<file path="src/rtl/chess_pkg.sv">
// Shared constants for the chess input path: board geometry, coordinate
// width, the bit position of each board button, and the wrap-around
// stepping rule used by the cursor.
package chess_pkg;

  localparam int BOARD_SIZE = 8;
  localparam int COORD_W    = 4;
  localparam int NUM_BTNS   = 5;
  localparam int NUM_DIRS   = 4;

  localparam int BTN_UP    = 0;
  localparam int BTN_DOWN  = 1;
  localparam int BTN_LEFT  = 2;
  localparam int BTN_RIGHT = 3;
  localparam int BTN_SEL   = 4;

  // One step along an axis with wrap-around. Opposing requests in the same
  // cycle cancel, so the coordinate only moves when exactly one is active.
  function automatic logic [COORD_W-1:0] stepCoord(
    input logic [COORD_W-1:0] coord,
    input logic               dec,
    input logic               inc,
    input int                 size
  );
    logic [COORD_W-1:0] maxCoord;
    maxCoord  = COORD_W'(size - 1);
    stepCoord = coord;
    if (dec && !inc) begin
      stepCoord = (coord == '0) ? maxCoord : coord - 1'b1;
    end else if (inc && !dec) begin
      stepCoord = (coord == maxCoord) ? '0 : coord + 1'b1;
    end
  endfunction

endpackage

</file>
<file path="src/rtl/btn_debounce.sv">
// One button lane: two-flop synchroniser for the raw asynchronous input,
// a stable-level debouncer, and a rising-edge detector on the accepted
// level. The level only flips after DEBOUNCE_CYCLES consecutive samples
// that disagree with it; any agreeing sample restarts the count.
module btn_debounce #(
  parameter int DEBOUNCE_CYCLES = 1000000
) (
  input  logic clk,
  input  logic rst,
  input  logic i_btn,
  output logic o_level,
  output logic o_rise
);

  localparam int CNT_W = (DEBOUNCE_CYCLES > 1) ? $clog2(DEBOUNCE_CYCLES) : 1;
  localparam logic [CNT_W-1:0] CNT_LAST = CNT_W'(DEBOUNCE_CYCLES - 1);

  logic             r_sync1;
  logic             r_sync2;
  logic             r_stable;
  logic             r_stableDly;
  logic [CNT_W-1:0] r_count;

  // Synchronise, count disagreeing samples, and accept the new level once
  // the run of disagreement is long enough; the delayed copy feeds the
  // edge detector.
  always_ff @(posedge clk) begin
    if (rst) begin
      r_sync1     <= 1'b0;
      r_sync2     <= 1'b0;
      r_stable    <= 1'b0;
      r_stableDly <= 1'b0;
      r_count     <= '0;
    end else begin
      r_sync1     <= i_btn;
      r_sync2     <= r_sync1;
      r_stableDly <= r_stable;
      if (r_sync2 != r_stable) begin
        if (r_count == CNT_LAST) begin
          r_stable <= r_sync2;
          r_count  <= '0;
        end else begin
          r_count <= r_count + 1'b1;
        end
      end else begin
        r_count <= '0;
      end
    end
  end

  assign o_level = r_stable;
  assign o_rise  = r_stable & ~r_stableDly;

endmodule

</file>
<file path="src/rtl/cursor_ctrl.sv">
// Board input stage: five debounced buttons drive an 8x8 wrap-around
// cursor and a one-cycle select pulse for the game logic. Everything is
// frozen while game_over is high, but the debouncers keep tracking the
// buttons so a button held across game_over needs a fresh press.
// Optional build macro CURSOR_AUTOREPEAT_EN adds hold-to-repeat on the
// four direction buttons.
module cursor_ctrl #(
  parameter int DEBOUNCE_CYCLES = 1000000,
  parameter int BOARD_SIZE      = chess_pkg::BOARD_SIZE,
  parameter int REPEAT_DELAY    = 50000000,
  parameter int REPEAT_PERIOD   = 15000000
) (
  input  logic                          clk,
  input  logic                          rst,
  input  logic                          btn_up,
  input  logic                          btn_down,
  input  logic                          btn_left,
  input  logic                          btn_right,
  input  logic                          btn_sel,
  input  logic                          game_over,
  output logic [chess_pkg::COORD_W-1:0] cursor_x,
  output logic [chess_pkg::COORD_W-1:0] cursor_y,
  output logic                          is_pressed
);

  import chess_pkg::*;

  logic [NUM_BTNS-1:0] w_raw;
  logic [NUM_BTNS-1:0] w_level;
  logic [NUM_BTNS-1:0] w_rise;
  logic [NUM_DIRS-1:0] w_repeat;
  logic [NUM_DIRS-1:0] w_move;
  logic [COORD_W-1:0]  w_nextX;
  logic [COORD_W-1:0]  w_nextY;
  logic                w_nextPressed;
  logic [COORD_W-1:0]  r_x;
  logic [COORD_W-1:0]  r_y;
  logic                r_pressed;

  assign w_raw[BTN_UP]    = btn_up;
  assign w_raw[BTN_DOWN]  = btn_down;
  assign w_raw[BTN_LEFT]  = btn_left;
  assign w_raw[BTN_RIGHT] = btn_right;
  assign w_raw[BTN_SEL]   = btn_sel;

  for (genvar g = 0; g < NUM_BTNS; g++) begin : g_btn
    btn_debounce #(
      .DEBOUNCE_CYCLES(DEBOUNCE_CYCLES)
    ) u_debounce (
      .clk    (clk),
      .rst    (rst),
      .i_btn  (w_raw[g]),
      .o_level(w_level[g]),
      .o_rise (w_rise[g])
    );
  end

`ifdef CURSOR_AUTOREPEAT_EN
  localparam int HOLD_W = $clog2(REPEAT_DELAY + 1);
  localparam logic [HOLD_W-1:0] HOLD_FIRE   = HOLD_W'(REPEAT_DELAY);
  localparam logic [HOLD_W-1:0] HOLD_RELOAD = HOLD_W'(REPEAT_DELAY - REPEAT_PERIOD + 1);

  for (genvar d = 0; d < NUM_DIRS; d++) begin : g_hold
    logic [HOLD_W-1:0] r_hold;

    assign w_repeat[d] = w_level[d] && (r_hold == HOLD_FIRE);

    // Hold timer per direction: zero means idle. An accepted press arms it,
    // it counts while the button stays down, fires first after the initial
    // delay and then every period by reloading, and clears on release. A
    // press swallowed by game_over never arms, so it cannot repeat later.
    always_ff @(posedge clk) begin
      if (rst) begin
        r_hold <= '0;
      end else if (!w_level[d]) begin
        r_hold <= '0;
      end else if (w_rise[d]) begin
        r_hold <= game_over ? '0 : HOLD_W'(1);
      end else if (w_repeat[d]) begin
        r_hold <= HOLD_RELOAD;
      end else if (r_hold != '0) begin
        r_hold <= r_hold + 1'b1;
      end
    end
  end
`else
  assign w_repeat = '0;
`endif

  assign w_move = w_rise[NUM_DIRS-1:0] | w_repeat;

  // Next cursor and press state: both axes step independently (diagonal
  // moves allowed, opposites cancel) and select produces a single pulse;
  // game_over discards all of it.
  always_comb begin
    w_nextX       = r_x;
    w_nextY       = r_y;
    w_nextPressed = 1'b0;
    if (!game_over) begin
      w_nextX       = stepCoord(r_x, w_move[BTN_LEFT], w_move[BTN_RIGHT], BOARD_SIZE);
      w_nextY       = stepCoord(r_y, w_move[BTN_UP], w_move[BTN_DOWN], BOARD_SIZE);
      w_nextPressed = w_rise[BTN_SEL];
    end
  end

  // Registered outputs so the game logic sees clean, glitch-free values.
  always_ff @(posedge clk) begin
    if (rst) begin
      r_x       <= '0;
      r_y       <= '0;
      r_pressed <= 1'b0;
    end else begin
      r_x       <= w_nextX;
      r_y       <= w_nextY;
      r_pressed <= w_nextPressed;
    end
  end

  assign cursor_x   = r_x;
  assign cursor_y   = r_y;
  assign is_pressed = r_pressed;

endmodule

</file>
<file path="config.mk">
export PLATFORM = sky130hd
export DESIGN_NAME = cursor_ctrl
export DESIGN_NICKNAME = d
export VERILOG_FILES = /design/src/rtl/chess_pkg.sv /design/src/rtl/btn_debounce.sv /design/src/rtl/cursor_ctrl.sv
export SDC_FILE = /design/constraint.sdc
export NUM_CORES = 1
export LEC_CHECK = 0
export CORE_AREA = 4 4 108 110
export DETAILED_ROUTE_END_ITERATION = 16
export DIE_AREA = 0 0 112 114
export PLACE_DENSITY = 0.82
export SLEW_MARGIN = 20
export SYNTH_ARGS = -nofsm -noshare
export SYNTH_HDL_FRONTEND = slang
export SYNTH_SLANG_ARGS = --single-unit
</file>
<file path="constraint.sdc">
create_clock -name clk -period 3.1 [get_ports clk]
set_input_delay 0.31 -clock clk [delete_from_list [all_inputs] [get_ports clk]]
set_output_delay 0.31 -clock clk [all_outputs]
set_load 0.02 [all_outputs]
</file>
==> results.md, run 1 <==
* First-pass GRT wire length at between 20000 and 25000 um
* Synth Warn # at 0
* Setup Fix Bufs, Post-CTS at 0
* Worst setup margin at 767 ps
* Die ar. at between 0.01 and 0.015 mm^2
* Largest net degree at the start of global routing at 21
* Later-pin clock latency in the skew report at 520 ps
* Non-Filler Instances at between 800 and 900
* Leak Pwr at 2.09 nW
* Max stage delay on crit path at 660 ps
* Post-layout instance area at between 0.006 and 0.007 mm^2
* Top area cells in the synthesized netlist: dfxtp_1 45%, xor2_1 5.8%, nor2_1 5.0%
* Worst path arrival time at 2700 ps
* Initial core utilization at 53.9%
* Total chip power at about 4 mW
* Top_reg_cell synth: dfxtp_1
* Final ANT Viol Nets at 0
* Syn Nets at roughly 670
* Mean Syn Cell Area at 8.82 um^2
* Cts repair resizes at 0
* Fmax at roughly 0.43 GHz
* CTS Sinks at approximately 130
* Dominant cell type by area after synthesis: dfxtp_1
* Register cell area after layout at between 0.002 and 0.003 mm^2
* Wire length per cell at ~14 um
* Hold Buf Count CTS at 0
* Final hold slack at ~350 ps
* Mapped Cells at around 650
* Post-layout util at 62.6%
* RSZ-0062 raised after global routing: no
* Tot GR Track Use at approximately a fifth
* Hold path cells at 2
* RD Place Congestion at about 0.84
* WP depth at 5
* Share of the synthesized area in the top cell type at 44.8%
* WP data required at around 3500 ps
* Drt total wl at between 10000 and 15000 um
* Die Width at approximately 110 um
* Worst R2R Path Depth at 5
* Total Negative Setup Slacks at 0 ps
* Cell Chain, Critical Path: ha_1 > nand3_1 > or4_1 > o21ai_2 > nor2_1
* Status: finished clean
* CTS root buf: clkbuf_8
* Worst setup path class: reg2reg
* GR Overflow Total at 0
* Post-synthesis sequential area ratio at between 40% and 50%
* Cell Area, Synth at 0.00576 mm^2
* Worst setup SP type: register
* Endpoints failing setup at 0
* Period Utilization, post-route at 75.3%
* CP delay by family, top: simple AND/OR/NAND/NOR gates
* HP Class: in2reg
* Total CTS buffers at 17
* H-tree levels at 4
* Multi-input gate area at slightly below 0.003 mm^2
* Pins Over Slew Limit at 0
* # fillers at around 850
* Reg clk slew, reported paths at around 60 ps
* Yosys cell types at 50
* Clock buffer depth at 2
* Worst path slowest cell: o21ai_2
* Synthesis-to-finish area growth at 16.3%
* PortBufs at 16
* Drt pass-1 iters at 4
* Final hold vios at 0
* Layout cells sized above 1 at under 10%
* CP Capture Type: register
* FP Rows at 38
* Peak supply drop at between 0.4 and 0.5 mV
* Post-placement cell area at 0.00604 mm^2
* Antenna diode count at 0
* Setup Skew at approximately 6.3 ps
* Worst-Margin Slew at 767 ps
* Asr flop ratio synth at 0%
* DRT iter0 DRCs at slightly below 300
* Num ports at 17
* Flops & latches, synth at approximately 130
* Inst Count DP at slightly below 800
* Total of max-cap violations at 0
* Critical Path Fanout Max at 19
* DP HPWL at 7690 um
* Core Box Area at around 0.011 mm^2
* Post-synth EDFFs at 0
* Fin crit period at between 2000 and 2500 ps
* Pre-CTS setup slack at approximately 810 ps
* PwrDens at 587 mW/mm^2
* Slew HR at 48.8%
* Die Ht at 114 um
* Bufs and invs on worst path at 0
* Number of global-route vias before repair at about 4500
* Via-per-instance ratio at 5.75
* Initial antenna violation count at 0
* # DRC at 0
* Total number of vias at 4745
* CTS tree: done
* Nets at approximately 690
## report_power, final
group / internal, mW / leakage [nW] / switching (mW)
logic: 0.0191 / 0.731 / 0.0271
clock network: 1.49 / 0.322 / 0.724
registers: 1.67 / 1.04 / 0.00463
total: 3.18 / 2.09 / 0.756
## cells by family after synthesis
logic type,count (synthesis),share of synthesized area (%)
compound gates,97,9.92
xor+xnor,65,9.88
fa+ha+maj,11,2.39
buf+inv,47,3.47
flops,129,44.8
mux,3,0.565
simple gates,301,28.9
## cells in the final DEF, fill, tap and decap left out, drive strengths merged, types with 2 or more instances in the layout
| cell type | instances |
|---|---|
| a211oi | 2 |
| a21oi | 40 |
| a311oi | 2 |
| a31oi | 5 |
| and2 | 4 |
| and3 | 9 |
| and4 | 7 |
| buf | 6 |
| bufinv | 6 |
| clkbuf | 19 |
| clkdlybuf4s50 | 16 |
| clkinv | 5 |
| dfxtp | 129 |
| ha | 11 |
| inv | 26 |
| mux2 | 2 |
| nand2 | 27 |
| nand2b | 4 |
| nand3 | 42 |
| nand4 | 23 |
| nor2 | 86 |
| nor2b | 18 |
| nor3 | 10 |
| nor3b | 3 |
| nor4 | 6 |
| nor4b | 8 |
| o21ai | 29 |
| o31ai | 15 |
| o41ai | 2 |
| or2 | 3 |
| or3 | 24 |
| or4 | 20 |
| or4b | 4 |
| xnor2 | 27 |
| xor2 | 38 |
## path summary, 6_finish.rpt
kind | from | to | slack [ps]
setup / recovery | g_btn[0].u_debounce.r_count[0] | g_btn[0].u_debounce.r_count[6] | 770
hold reg to reg | g_btn[4].u_debounce.r_stableDly | is_pressed | 390
setup reg to reg | g_btn[0].u_debounce.r_count[0] | g_btn[0].u_debounce.r_count[6] | 770
hold / removal | btn_down | g_btn[1].u_debounce.r_sync1 | 350
## area by class of cell
type / count / share of cell area (%)
tap: 140 / 2.61
multi-input combinational: 477 / 44.5
sequential: 129 / 38.5
clock inverter: 13 / 3.47
clock buffer: 19 / 6.44
inverter: 25 / 1.40
timing repair buffer: 22 / 3.06
## state kept, by name, summed over array words and instances, names as in the netlist
name                          count
g_btn.u_debounce.r_count        100
g_btn.u_debounce.o_level          5
g_btn.u_debounce.r_stableDly      5
g_btn.u_debounce.r_sync1          5
g_btn.u_debounce.r_sync2          5
cursor_x                          4
cursor_y                          4
is_pressed                        1
## per-layer routing
layer / wire (um) / share of wire, % / global-route usage [%] / vias to the layer above
met5: 0 / 0 / 0 / -
met4: 357 / 3.0 / 11.3 / 0
met3: 382 / 3.2 / 3.71 / 30
met2: 5840 / 49 / 33.5 / 90
met1: 5220 / 44 / 23.7 / 2264
li1: - / - / - / 2361
## synth_stat cells (all sizes together) (10+ instances only)
cell type and instances:
nand2 27, xor2 38, nand3 42, inv 25, or3 24, nor3 10, a21oi 40, o21ai 29
or4 20, xnor2 27, nor2b 18, dfxtp 129, clkbuf 17, nor2 86, nand4 23, o31ai 15
ha 11
Note: power is estimated with default switching activity, not from simulation.
==> run 2: changes to the inputs <==
--- a/config.mk
+++ b/config.mk
@@ -8,7 +8,7 @@
 export CORE_AREA = 4 4 108 110
 export DETAILED_ROUTE_END_ITERATION = 16
 export DIE_AREA = 0 0 112 114
-export PLACE_DENSITY = 0.82
+export PLACE_DENSITY = 0.85
 export SLEW_MARGIN = 20
 export SYNTH_ARGS = -nofsm -noshare
 export SYNTH_HDL_FRONTEND = slang
==> constraint.sdc (replaced) <==
create_clock -name clk -period 2.1 [get_ports clk]
set_input_delay 0.21 -clock clk [delete_from_list [all_inputs] [get_ports clk]]
set_output_delay 0.21 -clock clk [all_outputs]
set_load 0.02 [all_outputs]
==> run 2 against run 1 <==
Sequential share of layout area fell by 0.62 points. Register-to-register slack got worse by 690 ps. Via count rose by 3.1%. Clock skew up 1.9 ps. Final area increased by 1.6%. Critical path type unchanged.
==> results.md, run 2 (synthesized netlist as in run 1, its figures left out) <==
* Status: finished clean
* Worst r2r src: g_btn[0].u_debounce.o_level
* Core Box Area at 0.0107 mm^2 (unchanged)
* Die ar. at 0.0128 mm^2 (unchanged)
* Clock buffer depth at 2 (unchanged)
* Critical Path Fanout Max at 6 (-13)
* Wire length per cell at 14.2 um (-0.80%)
* Reg clk slew, reported paths at 60 ps (about the same)
* Worst path arrival time at 2470 ps (-230 ps)
* Most frequent cells in the layout: 129 x dfxtp_1, 76 x nor2_1, 40 x a21oi_1, 40 x nand3_1, 38 x xor2_1
* H-tree levels at 4 (unchanged)
* Total of max-cap violations at 0 (unchanged)
* GR Overflow Total at 0 (unchanged)
* Non-Filler Instances at 845 (+2.4%)
* Peak supply drop at 0.722 mV (+53%)
* Worst setup SP type: register
* Via-per-instance ratio at 5.79 (+0.66%)
* Tot GR Track Use at 19.6% (-0.24 points)
* Worst R2R Path Depth at 5 (unchanged)
* Antenna diode count at 0 (unchanged)
* Leak Pwr at 2.17 nW (+3.8%)
* PortBufs at 16 (unchanged)
* Pins Over Slew Limit at 0 (unchanged)
* Worst setup path class: reg2reg
* CP Capture Type: register
* Total number of vias at 4892 (+3.1%)
* Number of global-route vias before repair at 4756 (+5.4%)
* Total CTS buffers at 17 (unchanged)
* Inst Count DP at 813 (+2.5%)
* Hold wc startpoint: btn_sel
* Total Negative Setup Slacks at 0 ps (unchanged)
* Biggest register: g_btn.u_debounce.r_count
* Setup Skew at 8.15 ps (+1.90 ps)
* Critical Path Start: g_btn[0].u_debounce.o_level
* # fillers at 844 (-0.59%)
* Initial core utilization at 53.9% (unchanged)
* RD Place Congestion at 0.821 (-2.1%)
* Worst-Margin Slew at 377 ps (-391 ps)
* Final hold vios at 0 (unchanged)
* DP HPWL at 7990 um (+3.9%)
* Later-pin clock latency in the skew report at 520 ps (about the same)
* Total chip power at 5.49 mW (+40%)
* FF-to-FF setup slack at 70 ps (-690 ps)
* Commonest non-fill, non-tap cell in the layout: dfxtp_1
* Die Width at 112 um (unchanged)
* PwrDens at 807 mW/mm^2 (+37%)
* CTS Sinks at 129 (unchanged)
* HP Class: in2reg
* Fin crit period at 2030 ps (-307 ps)
* Largest net degree at the start of global routing at 37 (+76%)
* Fmax at 0.494 GHz (+15%)
* Slew HR at 74.7% (+26 points)
* Layout cells sized above 1 at 12.1% (+2.9 points)
* Drt total wl at 12000 um (+1.6%)
* Max stage delay on crit path at 650 ps (about the same)
* First-pass GRT wire length at 21000 um (+0.76%)
* # DRC at 0 (unchanged)
* Synthesis-to-finish area growth at 18.2%
* WP data required at 2540 ps (-930 ps)
* Drt pass-1 iters at 6 (+2)
* Endpoints failing setup at 0 (unchanged)
* Nets at 711 (+2.9%)
* Die Ht at 114 um (unchanged)
* Crit path to: cursor_y[3]
* CTS root buf: clkbuf_8
* Cell Chain, Critical Path: nor2b_2 > ha_1 > or2_2 > or4b_2 > a31oi_1
* Period Utilization, post-route at 96.5% (+21 points)
* FP Rows at 38 (unchanged)
* Final ANT Viol Nets at 0 (unchanged)
* Worst path slowest cell: or4b_2
* CTS tree: done
* Reg-to-Reg End: cursor_y[3]
* DRT iter0 DRCs at 260 (-12%)
* Initial antenna violation count at 0 (unchanged)
* Max FFs per register at 100 (unchanged)
* Num ports at 17 (unchanged)
## run 2: cell types whose count changed in the layout (fill, tap and decap cells not counted), sizes merged
cell and delta:
clkbuf +3, buf +20, inv -1, bufinv -3, clkinv +1
## run 2: how the worst min path moves through the flow
stage | end | slack [ps] | cells past startpoint
floorplan | is_pressed | 290 | 1
global placement | is_pressed | 380 | 1
detailed placement | is_pressed | 380 | 1
CTS | g_btn[4].u_debounce.r_sync1 | 240 | 2
global route | g_btn[4].u_debounce.r_sync1 | 280 | 2
finish | g_btn[4].u_debounce.r_sync1 | 260 | 2
## run 2: area by class of cell
type | instances | area, um^2 | area share, %
Sequential cell | 129 | 2580 | 37.9
Multi-Input combinational cell | 477 | 2990 | 43.8
Timing Repair Buffer | 42 | 368 | 5.40
Clock inverter | 10 | 131 | 1.93
Clock buffer | 22 | 473 | 6.95
Inverter | 25 | 93.8 | 1.38
Tap cell | 140 | 175 | 2.57
## run 2: per-layer routing
metal / up-vias / GRT usage (%) / part of all wire [%]
met1: 2353 / 23.2 / 44
li1: 2406 / - / -
met5: - / 0 / 0
met3: 24 / 5.25 / 3.7
met2: 109 / 33.9 / 51
met4: 0 / 7.77 / 1.8
## run 2: stage by stage
step,hold WS (ps),cell area [um^2],worst slack [ps],utilization [%]
2_1_floorplan,286,5760,82.2,-
3_3_place_gp,379,6200,149,57.9
3_5_place_dp,382,6200,61.6,57.9
4_1_cts,240,6800,50.2,63.6
5_1_grt,281,6810,-1.39,63.6
6_report,258,6810,74.2,63.6
## run 2: power by group
| group | switching (mW) | internal, mW | total, mW |
|---|---|---|---|
| logic | 0.0397 | 0.0333 | 0.0731 |
| registers | 0.00572 | 2.46 | 2.47 |
| clock network | 1.03 | 1.92 | 2.95 |
| total | 1.07 | 4.42 | 5.49 |
## run 2: timing repair
action,4_1_cts,5_1_grt
hold endpoints to repair,0,0
setup endpoints to repair,0,2
gates resized for setup,0,2
setup buffers,0,0
hold buffers,0,0
## run 2: worst max-delay path: cells and delay by family, from the launching register on
kind	cells	cell delay, ps
fa+ha+maj	1	300
simple gates	3	1140
compound gates	1	180
flops	1	330
==> run 3: changes to the inputs <==
--- a/config.mk
+++ b/config.mk
@@ -5,10 +5,13 @@
 export SDC_FILE = /design/constraint.sdc
 export NUM_CORES = 1
 export LEC_CHECK = 0
-export CORE_AREA = 4 4 108 110
+export ABC_CLOCK_PERIOD_IN_PS = 2100
+export CELL_PAD_IN_SITES_DETAIL_PLACEMENT = 0
+export CELL_PAD_IN_SITES_GLOBAL_PLACEMENT = 2
+export CORE_AREA = 4 4 134 136
 export DETAILED_ROUTE_END_ITERATION = 16
-export DIE_AREA = 0 0 112 114
-export PLACE_DENSITY = 0.85
+export DIE_AREA = 0 0 138 140
+export PLACE_DENSITY = 0.86
 export SLEW_MARGIN = 20
 export SYNTH_ARGS = -nofsm -noshare
 export SYNTH_HDL_FRONTEND = slang
==> run 3 against run 2 <==
Setup slack better by 25 ps. Final area is 2.3% higher. First-iteration DRC count is 6.5% lower. Routed wire length is 3.5% lower. Core utilization is 23 points lower. Flip-flop and latch count stayed put. Combinational power is 1% higher. Maximum frequency is 1.3% higher. Largest power group unchanged.
==> results.md, run 3 (synthesized netlist as in run 1, its figures left out) <==
* Commonest non-fill, non-tap cell in the layout: dfxtp_1
* # fillers at 1666 (+97%)
* Clock share of power at 54.7% (+0.9 points)
* # DRC at 0 (unchanged)
* Cell Chain, Critical Path: ha_1 > nand3_2 > or4_4 > or4_1 > a21oi_1
* H-tree levels at 4 (unchanged)
* First-pass GRT wire length at 20000 um (-4.8%)
* HP Class: in2reg
* Initial antenna violation count at 0 (unchanged)
* Tot GR Track Use at 12.2% (-7.3 points)
* Via-per-instance ratio at 5.02 (-13%)
* Number of global-route vias before repair at 4473 (-6.0%)
* Endpoints failing setup at 0 (unchanged)
* Pins Over Slew Limit at 0 (unchanged)
* Die Ht at 140 um (+23%)
* Worst-Margin Slew at 349 ps (-27.5 ps)
* WP depth at 5 (unchanged)
* Total of max-cap violations at 0 (unchanged)
* Max FFs per register at 100 (unchanged)
* RD Place Congestion at 0.765 (-6.8%)
* Worst r2r src: g_btn[2].u_debounce.r_count[1]
* Drt pass-1 iters at 4 (-2)
* Switching power at 1.14 mW (+6.3%)
* Reg clk slew, reported paths at 60 ps (about the same)
* Setup Skew at 8.64 ps (+0.488 ps)
* WP data required at 2450 ps (-90 ps)
* CTS root buf: clkbuf_16
* Slew HR at 76.5% (+1.8 points)
* Worst setup SP type: register
* Gate power share at 1.3% (about the same)
* Final hold vios at 0 (unchanged)
* Cts repair resizes at 0 (unchanged)
* FP Rows at 48 (+26%)
* Total Negative Setup Slacks at 0 ps (unchanged)
* Internal power at 4.47 mW (+1.1%)
* Num ports at 17 (unchanged)
* Post-placement cell area at 0.00634 mm^2 (+2.2%)
* Wire length per cell at 12.4 um (-12%)
* Antenna diode count at 0 (unchanged)
* Hold path cells at 2 (unchanged)
* DRT iter0 DRCs at 243 (-6.5%)
* Die ar. at 0.0193 mm^2 (+51%)
* Fin crit period at 2000 ps (-25.1 ps)
* Sequential Power Share at 43.9% (-1.0 points)
* Sw Share at 20.4% (+0.80 points)
* Status: finished clean
* Peak supply drop at 0.735 mV (+1.8%)
* FF-to-FF setup slack at 100 ps (+30 ps)
* Bufs and invs on worst path at 0 (unchanged)
* Worst path slowest cell: or4_4
* Post-layout instance area at 0.00696 mm^2 (+2.3%)
* PwrDens at 806 mW/mm^2 (-0.10%)
* Worst path arrival time at 2350 ps (-120 ps)
* Nets at 712 (+0.14%)
* Worst R2R Path Depth at 5 (unchanged)
* RSZ-0062 raised after global routing: no
* Worst setup path class: reg2reg
* Drt total wl at 11600 um (-3.5%)
* Total chip power at 5.61 mW (+2.2%)
* Most frequent cells in the layout: 129 x dfxtp_1, 76 x nor2_1, 40 x a21oi_1, 40 x nand3_1, 38 x xor2_1
* Clock buffer depth at 2 (unchanged)
* Initial core utilization at 34.0% (-20 points)
* Die Width at 138 um (+23%)
* GR Overflow Total at 0 (unchanged)
* PortBufs at 16 (unchanged)
* CTS Sinks at 129 (unchanged)
* Leak Pwr at 2.19 nW (+0.68%)
* Max stage delay on crit path at 590 ps (-60 ps)
* Largest net degree at the start of global routing at 37 (unchanged)
* Biggest register: g_btn.u_debounce.r_count
* CP delay by family, top: simple AND/OR/NAND/NOR gates
* Layout cells sized above 1 at 12.3% (+0.27 points)
* CTS tree: done
* Period Utilization, post-route at 95.3% (-1.2 points)
* DP HPWL at 8030 um (+0.60%)
* Total number of vias at 4676 (-4.4%)
* Later-pin clock latency in the skew report at 420 ps (-100 ps)
* Reg-to-Reg End: g_btn[2].u_debounce.r_count[18]
* Pre-CTS setup slack at 25.3 ps (-36.3 ps)
* Hold Buf Count CTS at 0 (unchanged)
* CP Capture Type: register
* Final ANT Viol Nets at 0 (unchanged)
* Crit path to: g_btn[2].u_debounce.r_count[18]
* Total CTS buffers at 17 (unchanged)
* Fmax at 0.500 GHz (+1.3%)
* Critical Path Fanout Max at 7 (+1)
* Setup Fix Bufs, Post-CTS at 0 (unchanged)
* Core Box Area at 0.0169 mm^2 (+58%)
* Critical Path Start: g_btn[2].u_debounce.r_count[1]
* Worst setup margin at 99.3 ps (+25.1 ps)
* Synthesis-to-finish area growth at 20.8%
run 3: changes by cell type in the layout (fill, tap and decap cells not counted):
| cell | delta |
|---|---|
| buf_12 | +2 |
| buf_4 | -1 |
| bufinv_16 | +1 |
| clkbuf_1 | -1 |
| clkbuf_16 | +1 |
| clkbuf_8 | -5 |
| clkinv_4 | +1 |
| clkinvlp_4 | +3 |
| nor2b_1 | +1 |
| nor2b_2 | -1 |
| or4_1 | -1 |
| or4_4 | +1 |
run 3: worst min-delay path by stage:
| stage | startpoint | end | slack, ps |
|---|---|---|---|
| 2_1_floorplan | game_over | is_pressed | 290 |
| 3_3_place_gp | g_btn[4].u_debounce.r_stableDly | is_pressed | 380 |
| 3_5_place_dp | g_btn[4].u_debounce.r_stableDly | is_pressed | 390 |
| 4_1_cts | btn_right | g_btn[3].u_debounce.r_sync1 | 340 |
| 5_1_grt | btn_up | g_btn[0].u_debounce.r_sync1 | 350 |
| 6_report | btn_right | g_btn[3].u_debounce.r_sync1 | 360 |
run 3: routing by layer:
| metal | global-route usage [%] | vias up | wire (um) |
|---|---|---|---|
| met2 | 20.6 | 59 | 5630 |
| met3 | 4.44 | 9 | 414 |
| met1 | 14.6 | 2210 | 5390 |
| met4 | 3.74 | 0 | 135 |
| li1 | - | 2398 | - |
| met5 | 0 | - | 0 |
run 3: metrics by stage:
stage          util, %  cells  hold WS [ps]
5_1_grt           41.1    931           346
6_report          41.1    931           358
3_5_place_dp      37.4    899           387
2_1_floorplan        -    653           286
4_1_cts           41.1    931           341
3_3_place_gp      37.4    899           379
run 3: power by group through the flow:
| stage | combinational [mW] | clock [mW] | sequential [mW] |
|---|---|---|---|
| after floorplan | 0.0398 | 0 | 2.52 |
| after CTS | 0.0758 | 3.16 | 2.47 |
| after detailed placement | 0.0757 | 0 | 2.52 |
| final | 0.0738 | 3.07 | 2.47 |
| after global routing | 0.0826 | 3.27 | 2.47 |
| after global placement | 0.0753 | 0 | 2.52 |
run 3: area by class of cell:
| cell class | count | area (um^2) | share of cell area [%] |
|---|---|---|---|
| tap | 225 | 282 | 4.04 |
| clock inverter | 15 | 193 | 2.77 |
| clock buffer | 17 | 425 | 6.11 |
| timing repair buffer | 43 | 400 | 5.75 |
| multi-input combinational | 477 | 2990 | 42.9 |
| inverter | 25 | 93.8 | 1.35 |
| sequential | 129 | 2580 | 37.1 |
